===== src/rtl/muldiv_pkg.sv =====
// Shared types and constants for the iterative multiply/divide unit.
package muldiv_pkg;

  localparam int unsigned XLEN = 32;

  // Writeback result-mux select for this unit's result.
  localparam logic [1:0] WB_SEL_MULDIV = 2'b10;

  typedef enum logic [1:0] {
    OP_MUL  = 2'b00,
    OP_MULH = 2'b01,
    OP_DIV  = 2'b10,
    OP_REM  = 2'b11
  } op_e;

  typedef enum logic [1:0] {
    ST_IDLE = 2'b00,
    ST_RUN  = 2'b01,
    ST_DONE = 2'b10
  } state_e;

endpackage


===== src/rtl/muldiv_sign_fix.sv =====
// Signed operand magnitude conversion and result negation for muldiv_unit.
// Instantiated only when MULDIV_SIGNED_EN is defined.
module muldiv_sign_fix
  import muldiv_pkg::*;
#(
  parameter int unsigned WIDTH = XLEN
) (
  input  logic                 is_signed_i,
  input  logic [WIDTH-1:0]     a_i,
  input  logic [WIDTH-1:0]     b_i,
  output logic [WIDTH-1:0]     a_mag_c_o,
  output logic [WIDTH-1:0]     b_mag_c_o,
  output logic                 neg_prod_c_o,
  output logic                 neg_quo_c_o,
  output logic                 neg_rem_c_o,
  input  logic                 neg_prod_i,
  input  logic                 neg_quo_i,
  input  logic                 neg_rem_i,
  input  logic [2*WIDTH-1:0]   prod_i,
  input  logic [WIDTH-1:0]     quo_i,
  input  logic [WIDTH-1:0]     rem_i,
  output logic [2*WIDTH-1:0]   prod_c_o,
  output logic [WIDTH-1:0]     quo_c_o,
  output logic [WIDTH-1:0]     rem_c_o
);

  localparam int unsigned PW = 2 * WIDTH;

  logic a_neg, b_neg, b_zero;

  assign a_neg  = is_signed_i & a_i[WIDTH-1];
  assign b_neg  = is_signed_i & b_i[WIDTH-1];
  assign b_zero = (b_i == '0);

  assign a_mag_c_o = a_neg ? (~a_i + WIDTH'(1)) : a_i;
  assign b_mag_c_o = b_neg ? (~b_i + WIDTH'(1)) : b_i;

  // Divide by zero keeps the raw all-ones quotient regardless of signs.
  assign neg_prod_c_o = a_neg ^ b_neg;
  assign neg_quo_c_o  = (a_neg ^ b_neg) & ~b_zero;
  assign neg_rem_c_o  = a_neg;

  assign prod_c_o = neg_prod_i ? (~prod_i + PW'(1))    : prod_i;
  assign quo_c_o  = neg_quo_i  ? (~quo_i  + WIDTH'(1)) : quo_i;
  assign rem_c_o  = neg_rem_i  ? (~rem_i  + WIDTH'(1)) : rem_i;

endmodule


===== src/rtl/muldiv_unit.sv =====
// Iterative one-bit-per-cycle multiply/divide unit with start/busy/done handshake.
// Define MULDIV_SIGNED_EN to honour is_signed; otherwise all operations are unsigned.
module muldiv_unit
  import muldiv_pkg::*;
#(
  parameter int unsigned WIDTH = XLEN
) (
  input  logic             clk,
  input  logic             reset,
  input  logic             start,
  input  logic             flush,
  input  logic [1:0]       op,
  input  logic             is_signed,
  input  logic [WIDTH-1:0] a,
  input  logic [WIDTH-1:0] b,
  output logic             busy,
  output logic             done,
  output logic [WIDTH-1:0] result
);

  localparam int unsigned CW = $clog2(WIDTH);

  state_e           state_q;
  logic [CW-1:0]    cnt_q;
  op_e              op_q;
  logic [WIDTH-1:0] acc_q, lo_q, b_q;
  logic [WIDTH-1:0] acc_d, lo_d;
  logic             busy_q, done_q;
  logic [WIDTH-1:0] result_q;

  logic             accept_c;
  logic [WIDTH-1:0] a_mag_c, b_mag_c;
  logic [2*WIDTH-1:0] prod_c;
  logic [WIDTH-1:0] quo_c, rem_c, res_c;
  logic [WIDTH:0]   mul_sum_c, div_shift_c;
  logic             is_mul_c;

  assign accept_c = (state_q == ST_IDLE) && start && !flush;
  assign is_mul_c = (op_q == OP_MUL) || (op_q == OP_MULH);

  // One shift-add or restoring shift-subtract step; {acc_q, lo_q} is the working pair.
  always_comb begin
    acc_d       = acc_q;
    lo_d        = lo_q;
    mul_sum_c   = {1'b0, acc_q} + (lo_q[0] ? {1'b0, b_q} : '0);
    div_shift_c = {acc_q, lo_q[WIDTH-1]};
    if (is_mul_c) begin
      acc_d = mul_sum_c[WIDTH:1];
      lo_d  = {mul_sum_c[0], lo_q[WIDTH-1:1]};
    end else if (div_shift_c >= {1'b0, b_q}) begin
      acc_d = div_shift_c[WIDTH-1:0] - b_q;
      lo_d  = {lo_q[WIDTH-2:0], 1'b1};
    end else begin
      acc_d = div_shift_c[WIDTH-1:0];
      lo_d  = {lo_q[WIDTH-2:0], 1'b0};
    end
  end

`ifdef MULDIV_SIGNED_EN
  logic neg_prod_q, neg_quo_q, neg_rem_q;
  logic neg_prod_c, neg_quo_c, neg_rem_c;

  muldiv_sign_fix #(.WIDTH(WIDTH)) u_sign_fix (
    .is_signed_i  (is_signed),
    .a_i          (a),
    .b_i          (b),
    .a_mag_c_o    (a_mag_c),
    .b_mag_c_o    (b_mag_c),
    .neg_prod_c_o (neg_prod_c),
    .neg_quo_c_o  (neg_quo_c),
    .neg_rem_c_o  (neg_rem_c),
    .neg_prod_i   (neg_prod_q),
    .neg_quo_i    (neg_quo_q),
    .neg_rem_i    (neg_rem_q),
    .prod_i       ({acc_d, lo_d}),
    .quo_i        (lo_d),
    .rem_i        (acc_d),
    .prod_c_o     (prod_c),
    .quo_c_o      (quo_c),
    .rem_c_o      (rem_c)
  );

  always_ff @(posedge clk or posedge reset) begin
    if (reset) begin
      neg_prod_q <= 1'b0;
      neg_quo_q  <= 1'b0;
      neg_rem_q  <= 1'b0;
    end else if (accept_c) begin
      neg_prod_q <= neg_prod_c;
      neg_quo_q  <= neg_quo_c;
      neg_rem_q  <= neg_rem_c;
    end
  end
`else
  logic unused_is_signed;
  assign unused_is_signed = is_signed;
  assign a_mag_c = a;
  assign b_mag_c = b;
  assign prod_c  = {acc_d, lo_d};
  assign quo_c   = lo_d;
  assign rem_c   = acc_d;
`endif

  always_comb begin
    res_c = rem_c;
    unique case (op_q)
      OP_MUL:  res_c = prod_c[WIDTH-1:0];
      OP_MULH: res_c = prod_c[2*WIDTH-1:WIDTH];
      OP_DIV:  res_c = quo_c;
      default: res_c = rem_c;
    endcase
  end

  // Control FSM and datapath registers.
  always_ff @(posedge clk or posedge reset) begin
    if (reset) begin
      state_q  <= ST_IDLE;
      cnt_q    <= '0;
      op_q     <= OP_MUL;
      acc_q    <= '0;
      lo_q     <= '0;
      b_q      <= '0;
      busy_q   <= 1'b0;
      done_q   <= 1'b0;
      result_q <= '0;
    end else begin
      done_q <= 1'b0;
      unique case (state_q)
        ST_IDLE: begin
          if (accept_c) begin
            state_q <= ST_RUN;
            busy_q  <= 1'b1;
            op_q    <= op_e'(op);
            acc_q   <= '0;
            lo_q    <= a_mag_c;
            b_q     <= b_mag_c;
            cnt_q   <= '0;
          end
        end
        ST_RUN: begin
          if (flush) begin
            state_q <= ST_IDLE;
            busy_q  <= 1'b0;
          end else begin
            acc_q <= acc_d;
            lo_q  <= lo_d;
            cnt_q <= cnt_q + CW'(1);
            if (cnt_q == CW'(WIDTH - 1)) begin
              state_q  <= ST_DONE;
              done_q   <= 1'b1;
              result_q <= res_c;
            end
          end
        end
        ST_DONE: begin
          state_q <= ST_IDLE;
          busy_q  <= 1'b0;
        end
        default: begin
          state_q <= ST_IDLE;
          busy_q  <= 1'b0;
        end
      endcase
    end
  end

  assign busy   = busy_q;
  assign done   = done_q;
  assign result = result_q;

endmodule


===== config.mk =====
export PLATFORM = sky130hd
export DESIGN_NAME = muldiv_unit
export DESIGN_NICKNAME = d
export VERILOG_FILES = /design/src/rtl/muldiv_pkg.sv /design/src/rtl/muldiv_sign_fix.sv /design/src/rtl/muldiv_unit.sv
export SDC_FILE = /design/constraint.sdc
export NUM_CORES = 1
export LEC_CHECK = 0
export CELL_PAD_IN_SITES_DETAIL_PLACEMENT = 0
export CELL_PAD_IN_SITES_GLOBAL_PLACEMENT = 1
export CORE_MARGIN = 3
export CORE_UTILIZATION = 33
export DETAILED_ROUTE_END_ITERATION = 7
export PLACE_DENSITY_LB_ADDON = 0.1
export RECOVER_POWER = 50
export SYNTH_ARGS = -nofsm -noshare
export SYNTH_HDL_FRONTEND = slang
export SYNTH_SLANG_ARGS = --single-unit

===== constraint.sdc =====
create_clock -name clk -period 13.3 [get_ports clk]
set_clock_uncertainty 0.2 [all_clocks]
set_input_delay 1.33 -clock clk [delete_from_list [all_inputs] [get_ports clk]]
set_output_delay 1.33 -clock clk [all_outputs]
set_load 0.01 [all_outputs]

==> results of run 1 <==
[layer usage]
layer,track usage,vias to the layer above,routed length (um)
met2,0.340,158,16200
met5,0,-,0
met1,0.287,4384,16200
met4,0.0475,0,467
met3,0.0263,29,977
li1,-,4504,-
[through the flow]
step                      cell area (sq um)  total power, uW   util
after floorplan                       10300             1640      -
after global placement                11700             2050  0.380
after detailed placement              11700             2050  0.380
after CTS                             12200             2550  0.399
after global routing                  12200             2740  0.398
final                                 12200             2530  0.398
[power by group]
| group | leakage (uW) | internal [uW] | switching, uW |
|---|---|---|---|
| sequential | 0.00181 | 513 | 115 |
| clock | 0.000268 | 282 | 207 |
| combinational | 0.00361 | 581 | 833 |
| total | 0.00569 | 1380 | 1150 |
[synthesized netlist by cell type (4+ instances only)]
cell      instances
a221o_1          20
o211ai_1          6
nor2_1           86
o21bai_1          5
nand2b_1          5
inv_1            55
a21boi_0          7
mux2_2           10
nand2_1         131
o21a_1           12
a31oi_1           8
nand4_1          13
buf_2             5
and3_1            7
a21oi_1         107
nor3b_1           4
a21o_1           34
a22o_1           20
xnor2_1          32
mux2i_1          64
ha_1             66
a211oi_1         11
buf_1            10
a221oi_1          4
o31ai_1           7
or3_1             4
dfrtp_1         139
nor2b_1           8
o21ai_0         126
xor2_1           22
nand3_1          13
nor3_1           31
clkbuf_1         60
and2_1           36
[cells in the final DEF, fill, tap and decap left out, types with 34 or more instances in the layout]
master | netlist | final
clkdlybuf4s50_1 | 0 | 67
a21o_1 | 34 | 34
nor2_1 | 86 | 85
mux2i_1 | 64 | 64
a21oi_1 | 107 | 107
dfrtp_1 | 139 | 138
ha_1 | 66 | 66
o21ai_0 | 126 | 126
dlygate4sd3_1 | 0 | 36
nand2_1 | 131 | 130
and2_1 | 36 | 36
inv_1 | 55 | 54
[flip-flops by register name, indices dropped and copies added, names as in the netlist]
name and cells:
busy 1, b_q 32, done 1, lo_q 32
cnt_q 5, acc_q 32, op_q 2, result 32
state_q 2
[worst paths after layout]
kind	end	cells after the start
max	acc_q[12]	3
min	cnt_q[4]	2
max reg2reg	result[31]	15
min reg2reg	cnt_q[4]	2
max in group clk	b_q[1]	7
min in group asynchronous	lo_q[7]	2
[cell families after synthesis]
kind of cell             Yosys count  synth area share
AO/OA/AOI/OAI                    400             0.246
AND/OR/NAND/NOR                  349             0.156
flip-flops                       139             0.338
buffers and inverters            132            0.0494
multiplexers                      78            0.0804
adder cells (fa/ha/maj)           68            0.0841
XOR/XNOR                          54            0.0459
[critical path, stage by stage]
cell           delay (ns)
dlygate4sd3_1        0.55
clkinvlp_2           2.30
clkbuf_1             2.27
[cell type report]
cell class	count	area, sq um
fillers	3196	18500
repair buffers	115	1110
clock inverters	13	141
multi-input cells	949	6330
well taps	396	495
inverters	56	211
clock buffers	19	443
flip-flops and latches	139	3480
==> impl_metrics.ini, run 1 <==
[timing]
hold_slack_ns = 0.291
rsz0062_at_grt = no
final-max-slew-violation-count = 241
setup_viol = 0
layout_setup_ws_ns = 6.42
fmax_mhz = 145
tightest_slew_ns = 4.17
tns_ns = 0
hold_viol = 0
min_period_over_period = 0.517
relSlewSlack = -1.80
fin_crit_ns = 6.88

[die]
coreArea_sq_um = 30700
initial_utilization = 0.336
die-width_um = 183
rows = 64
io_pins = 105
die-area_sq_um = 33400
die_y_um = 183

[place]
post-place-ws_ns = 8.14
hpwl_um = 24900
dpl.cell_count = 1655
port_buffers = 103
gp_congestion = 0.859

[clocking]
cts_max_level = 4
clock_tree.buffer_depth = 2
cts_tree = done
cts_setup_buffers = 0
cts_buffers = 17
cts_hold_buf = 0
cts_sinks = 139
clk_latency_ns = 0.43
clk_pin_slew_ns = 0.06
cts.repair.resized = 0
cts_root_buffer = clkbuf_16

[pwr]
power_density_nw_per_um2 = 207
peakVddDrop_uv = 101
p_leak_uw = 0.00569

[yosys]
synthCells = 1220
yosysWarnings = 0
async_reset_ff_frac = 1.00
netlist_top_cells_area = dfrtp_1 (34%), ha_1 (8.0%), mux2i_1 (6.2%)
synth_top_cell_by_area = dfrtp_1
synth_seq_cells = 139
synth_top_area_frac = 0.338
ys_seq_area_frac = 0.338
synth_edf_count = 0
synth_nets = 1359
yosysUniqueCellTypes = 67
synth_flop_cell = dfrtp_1
syn_area_per_cell_sq_um = 8.44
syn_area_sq_um = 10300

[status]
outcome = finished, violations left
violations = capacitance limit, slew limit

[global_route]
gr-total-overflow = 0
grt_antenna_before_repair = 0
grt_use_total = 0.206
grt_pass1_wl_um = 53600
grt_pass1_vias = 9088
grt_start_max_net_pins = 89

[worst_hold_path]
min_from = cnt_q[4]
worstHoldPathType = flop to flop

[setup_path]
critPathLaunch = reset
cp_max_fo = 88
crit_arrival_ns = 6.55
reg2reg_from = lo_q[0]
cp.required_ns = 12.97
cp-end-kind = async pin
critical_path_class = input port to async pin
startpoint_type = input port
r2r_slack_ns = 8.15

[detailed_routing]
post_drt_wl_per_cell_um = 20.1
vias_per_cell = 5.38
vias = 9075
drc = 0
firstDrtPassIters = 5
detail-route-antenna-nets = 0
drt_iter0_drc = 520
drt-total-wl_um = 33800

[finish]
antenna_cells = 0
syn_to_final_growth_pct = 18.6
fin_nets = 1417
fin_cells = 1687
drive_gt1_frac = 0.0542

[job]
max_cap_viol_count = 4
Power figures use the tool's default switching activity.
==> inputs of run 2 (changes only) <==
==> constraint.sdc (replaced) <==
create_clock -name clk -period 6.2 [get_ports clk]
set_clock_uncertainty 0.2 [all_clocks]
set_input_delay 0.62 -clock clk [delete_from_list [all_inputs] [get_ports clk]]
set_output_delay 0.62 -clock clk [all_outputs]
set_load 0.01 [all_outputs]
==> run 2 against run 1 <==
Effect of this change: the flow still finishes with violations (capacitance limit, slew limit); non-clock buffer count increased by 3; sequential cell count unchanged; critical path type is now flop to flop; first-iteration DRC count increased by 1.3%; largest power group unchanged.
==> impl_metrics.ini, run 2 (synthesis results as in run 1) <==
[setup_path]
crit_arrival_ns = 4.94
crit_slowest_cell = a2111oi_1
critical_path_class = flop to flop
crit_top_cell = o21ai_0
r2r_cells = 14
cp-end-kind = flop
cp.required_ns = 6.37
worstPathCellList = and2_1, ha_1, inv_1, fa_1, nand2b_1, a21o_1, a211oi_1, o21ai_0, a2111oi_1, o41ai_1, nor2_1, o21ai_0, a221oi_1, a22o_1
slowest_delay_ns = 0.86
startpoint_type = flop
r2r-end = result[31]
r2r_slack_ns = 1.43
critPathLaunch = lo_q[0]
cp_max_fo = 15
reg2reg_from = lo_q[0]

[clocking]
clk_latency_ns = 0.43
clock_tree.buffer_depth = 2
clk_pin_slew_ns = 0.06
cts_root_buffer = clkbuf_16
cts_sinks = 139
cts_buffers = 17
cts_hold_buf = 0
cts.repair.resized = 0
cts_setup_buffers = 0
cts_tree = done
cts_max_level = 4

[die]
initial_utilization = 0.336
die_y_um = 183
die-width_um = 183
coreArea_sq_um = 30700
io_pins = 105
rows = 64
die-area_sq_um = 33400

[finish]
multi_input_area_sq_um = 6340
drive_gt1_frac = 0.0596
final_core_util = 0.400
antenna_cells = 0
seq_area_sq_um = 3480
nFillCells = 3137
final_cell_mix = dfrtp_1 (138), nand2_1 (130), o21ai_0 (126), a21oi_1 (107), clkdlybuf4s50_1 (86)
layout_commonest_cell = dfrtp_1
syn_to_final_growth_pct = 19.2
fin_nets = 1420

[worst_hold_path]
min_from = cnt_q[4]
worst_hold_path.num_cells = 2
worstHoldPathType = flop to flop
min_to = cnt_q[4]

[detailed_routing]
firstDrtPassIters = 4
drt_iter0_drc = 527
vias = 9067
post_drt_wl_per_cell_um = 20.1
drt-total-wl_um = 33900
detail-route-antenna-nets = 0
drc = 0
vias_per_cell = 5.37

[global_route]
gr-total-overflow = 0
grt_pass1_vias = 8950
grt_use_total = 0.205
grt_pass1_wl_um = 53400
grt_start_max_net_pins = 75
grt_antenna_before_repair = 0

[pwr]
p_leak_uw = 0.00568
peakVddDrop_uv = 225
power_density_nw_per_um2 = 446

[timing]
layout_setup_ws_ns = 1.43
min_period_over_period = 0.769
rsz0062_at_grt = no
hold_viol = 0
setup_viol = 0
tightest_slew_ns = 2.63
fin_crit_ns = 4.77
fmax_mhz = 210
tns_ns = 0
relSlewSlack = -0.752
final-max-slew-violation-count = 89

[place]
hpwl_um = 25200
gp_congestion = 0.840
post-place-ws_ns = 1.45
port_buffers = 103

[status]
violations = capacitance limit, slew limit
outcome = finished, violations left

[job]
max_cap_viol_count = 2
==> run 2: power breakdown <==
part / internal, uW / switching (uW) / total (uW)
sequential: 1100 / 244 / 1340
clock: 645 / 448 / 1090
combinational: 1250 / 1780 / 3030
==> run 2: final cells by class <==
cell class | instances | share of cell area
Multi-Input combinational cell | 949 | 0.517
Sequential cell | 139 | 0.284
Inverter | 56 | 0.0172
Timing Repair Buffer | 118 | 0.0927
Clock inverter | 13 | 0.0136
Clock buffer | 18 | 0.0358
Tap cell | 396 | 0.0404
==> run 2: how the worst max path moves through the flow <==
stage / endpoint / slack, ns
after global routing: busy / 0.79
after detailed placement: result[31] / 1.45
after CTS: result[31] / 1.43
final: result[31] / 1.43
after floorplan: acc_q[0] / 1.66
after global placement: result[31] / 1.45
==> run 2: metal layers <==
| layer | part of all wire | GRT usage |
|---|---|---|
| met1 | 0.48 | 0.286 |
| met2 | 0.48 | 0.340 |
| met3 | 0.028 | 0.0323 |
| met4 | 0.011 | 0.0347 |
| met5 | 0 | 0 |
==> run 2: through the flow <==
| stage | std cells | hold slack [ns] | power, uW | cell area, sq um |
|---|---|---|---|---|
| finish | 1689 | 0.289 | 5470 | 12300 |
| global placement | 1658 | 0.270 | 4400 | 11700 |
| global route | 1689 | 0.321 | 5900 | 12300 |
| floorplan | 1220 | 0.253 | 3520 | 10300 |
| detailed placement | 1658 | 0.281 | 4400 | 11700 |
| CTS | 1689 | 0.295 | 5520 | 12300 |
==> run 2: critical path, delay by kind of cell, from the launching register on <==
family,cells,cell delay (ns)
simple gates,3,0.55
compound gates,8,2.59
fa+ha+maj,2,0.58
buf+inv,1,0.07
flops,1,0.71
==> inputs of run 3 (changes only) <==
==> constraint.sdc (replaced) <==
create_clock -name clk -period 3.93 [get_ports clk]
set_clock_uncertainty 0.2 [all_clocks]
set_input_delay 0.393 -clock clk [delete_from_list [all_inputs] [get_ports clk]]
set_output_delay 0.393 -clock clk [all_outputs]
set_load 0.01 [all_outputs]
==> run 3 against run 2 <==
Effect of this change: the flow still finishes with violations (capacitance limit, slew limit); hold slack improved by 0.0073 ns; sequential cell count unchanged; register-to-register slack got worse by 1.2 ns; sequential power increased by 54%; total power increased by 74%; combinational power increased by 90%; largest cell class unchanged.
==> impl_metrics.ini, run 3 (synthesis results as in run 1) <==
[status]
outcome = finished, violations left
violations = capacitance limit, slew limit

[setup_path]
crit_end = result[30]
reg2reg_from = lo_q[31]
critical_path_class = flop to flop
cp-end-kind = flop
r2r_cells = 15
critPathLaunch = lo_q[31]
cp.required_ns = 4.08
startpoint_type = flop
r2r_slack_ns = 0.19
cp_max_fo = 2
r2r-end = result[30]
crit_arrival_ns = 3.89

[finish]
syn_to_final_growth_pct = 29.5
fin_cells = 1815
final_cell_mix = dfrtp_1 (137), buf_4 (134), nand2_1 (130), o21ai_0 (119), a21oi_1 (106)
fin_nets = 1544
nFillCells = 3175
drive_gt1_frac = 0.154
layout_commonest_cell = dfrtp_1

[pwr]
switchingPower_uw = 4110
power.internal_uw = 5390
p_sw_frac = 0.433
p_comb_frac = 0.608
pwr-share-clk = 0.174
power_density_nw_per_um2 = 712
peakVddDrop_uv = 363
p_leak_uw = 0.00627
seq_power_share = 0.218

[clocking]
clk_latency_ns = 0.44
cts_sinks = 139
clk_pin_slew_ns = 0.07
cts_root_buffer = clkbuf_16
cts_tree = done
cts_max_level = 4
clock_tree.buffer_depth = 2
cts_hold_buf = 0
cts_buffers = 17

[global_route]
met1_usage = 0.285
grt_antenna_before_repair = 0
use_met2 = 0.357
grt_pass1_vias = 9719
grt_pass1_wl_um = 55200
use_met3 = 0.0283
grt_start_max_net_pins = 93
gr-total-overflow = 0
grt_use_total = 0.211
busiest_layer = met2

[timing]
layout_setup_ws_ns = 0.185
fin_crit_ns = 3.74
min_period_over_period = 0.953
hold_slack_ns = 0.297
tightest_slew_ns = 2.06
hold_viol = 0
final-max-slew-violation-count = 141
fmax_mhz = 267
setup_viol = 0
rsz0062_at_grt = no
relSlewSlack = -0.374

[place]
port_buffers = 103
gp_congestion = 0.890
hpwl_um = 26400
post-place-ws_ns = -0.119
dpl.cell_count = 1778

[detailed_routing]
vias_per_cell = 5.24
drt_iter0_drc = 494
post_drt_wl_per_cell_um = 19.2
detail-route-antenna-nets = 0
firstDrtPassIters = 5
drt-total-wl_um = 34900
drc = 0
vias = 9512

[die]
rows = 64
coreArea_sq_um = 30700
die-width_um = 183
io_pins = 105
die-area_sq_um = 33400
initial_utilization = 0.336
die_y_um = 183

[job]
max_cap_viol_count = 2

[worst_hold_path]
worstHoldPathType = flop to flop
[run 3: cell count changes in the layout (fill, tap and decap cells not counted), sizes merged]
cell / before / now
buf: 13 / 136
clkdlybuf4s50: 86 / 97
dlygate4sd3: 17 / 6
clkbuf: 20 / 22
clkinvlp: 4 / 6
bufinv: 3 / 2
diode: 0 / 1
inv: 58 / 57
[run 3: cell type report]
cell class                 instances  area, sq um  share of cell area
clock buffer                      19          443              0.0332
sequential                       139         3480               0.261
inverter                          56          211              0.0159
tap                              396          495              0.0371
timing repair buffer             242         2090               0.157
clock inverter                    13          143              0.0107
multi-input combinational        949         6470               0.485
antenna                            1         2.50            0.000188
[run 3: what timing repair did]
item | CTS | global route
pin swaps | 0 | 6
gates cloned | 0 | 0
resized for setup | 3 | 30
endpoints found under the setup margin | 10 | 46
setup buffers | 0 | 4
[run 3: power by group through the flow]
| stage | registers, uW | clock network, uW | logic, uW |
|---|---|---|---|
| CTS | 2070 | 1700 | 5690 |
| floorplan | 1960 | 0 | 3590 |
| finish | 2070 | 1660 | 5770 |
| detailed placement | 2090 | 0 | 5650 |
| global route | 2120 | 1750 | 6370 |
| global placement | 2090 | 0 | 5640 |
[run 3: metal layers]
metal	up-vias	wire, um	share of wire
met4	0	637	0.018
li1	4748	-	-
met1	4598	16500	0.47
met5	-	0	0
met3	32	796	0.023
met2	134	17000	0.49
[run 3: how the worst min path moves through the flow]
stage	startpoint	end	cells after the start
2_1_floorplan	state_q[1]	busy	1
3_3_place_gp	cnt_q[4]	cnt_q[4]	2
3_5_place_dp	result[28]	result[28]	2
4_1_cts	reset	lo_q[5]	3
5_1_grt	op[1]	op_q[1]	3
6_report	cnt_q[4]	cnt_q[4]	2
[run 3: through the flow]
stage	cell area (sq um)	power [uW]	TNS [ns]	util
6_report	13300	9500	0	0.435
5_1_grt	13300	10200	0	0.435
4_1_cts	13200	9460	0	0.431
3_5_place_dp	12600	7740	-0.179	0.412
3_3_place_gp	12600	7730	-0.0894	0.412
2_1_floorplan	10300	5550	0	-
[run 3: worst max-delay path, stage by stage, from the launching register on]
cell and delay, ns:
dfrtp_1 0.38, inv_1 0.09, ha_1 0.19, inv_1 0.06, fa_1 0.41, a21o_1 0.21
a221oi_2 0.27, o211a_1 0.22, o21ai_1 0.12, buf_4 0.17, a2111o_1 0.39, o21ai_1 0.11
mux2i_1 0.09, or4_1 0.42, o2bb2ai_1 0.17, o21ai_0 0.16
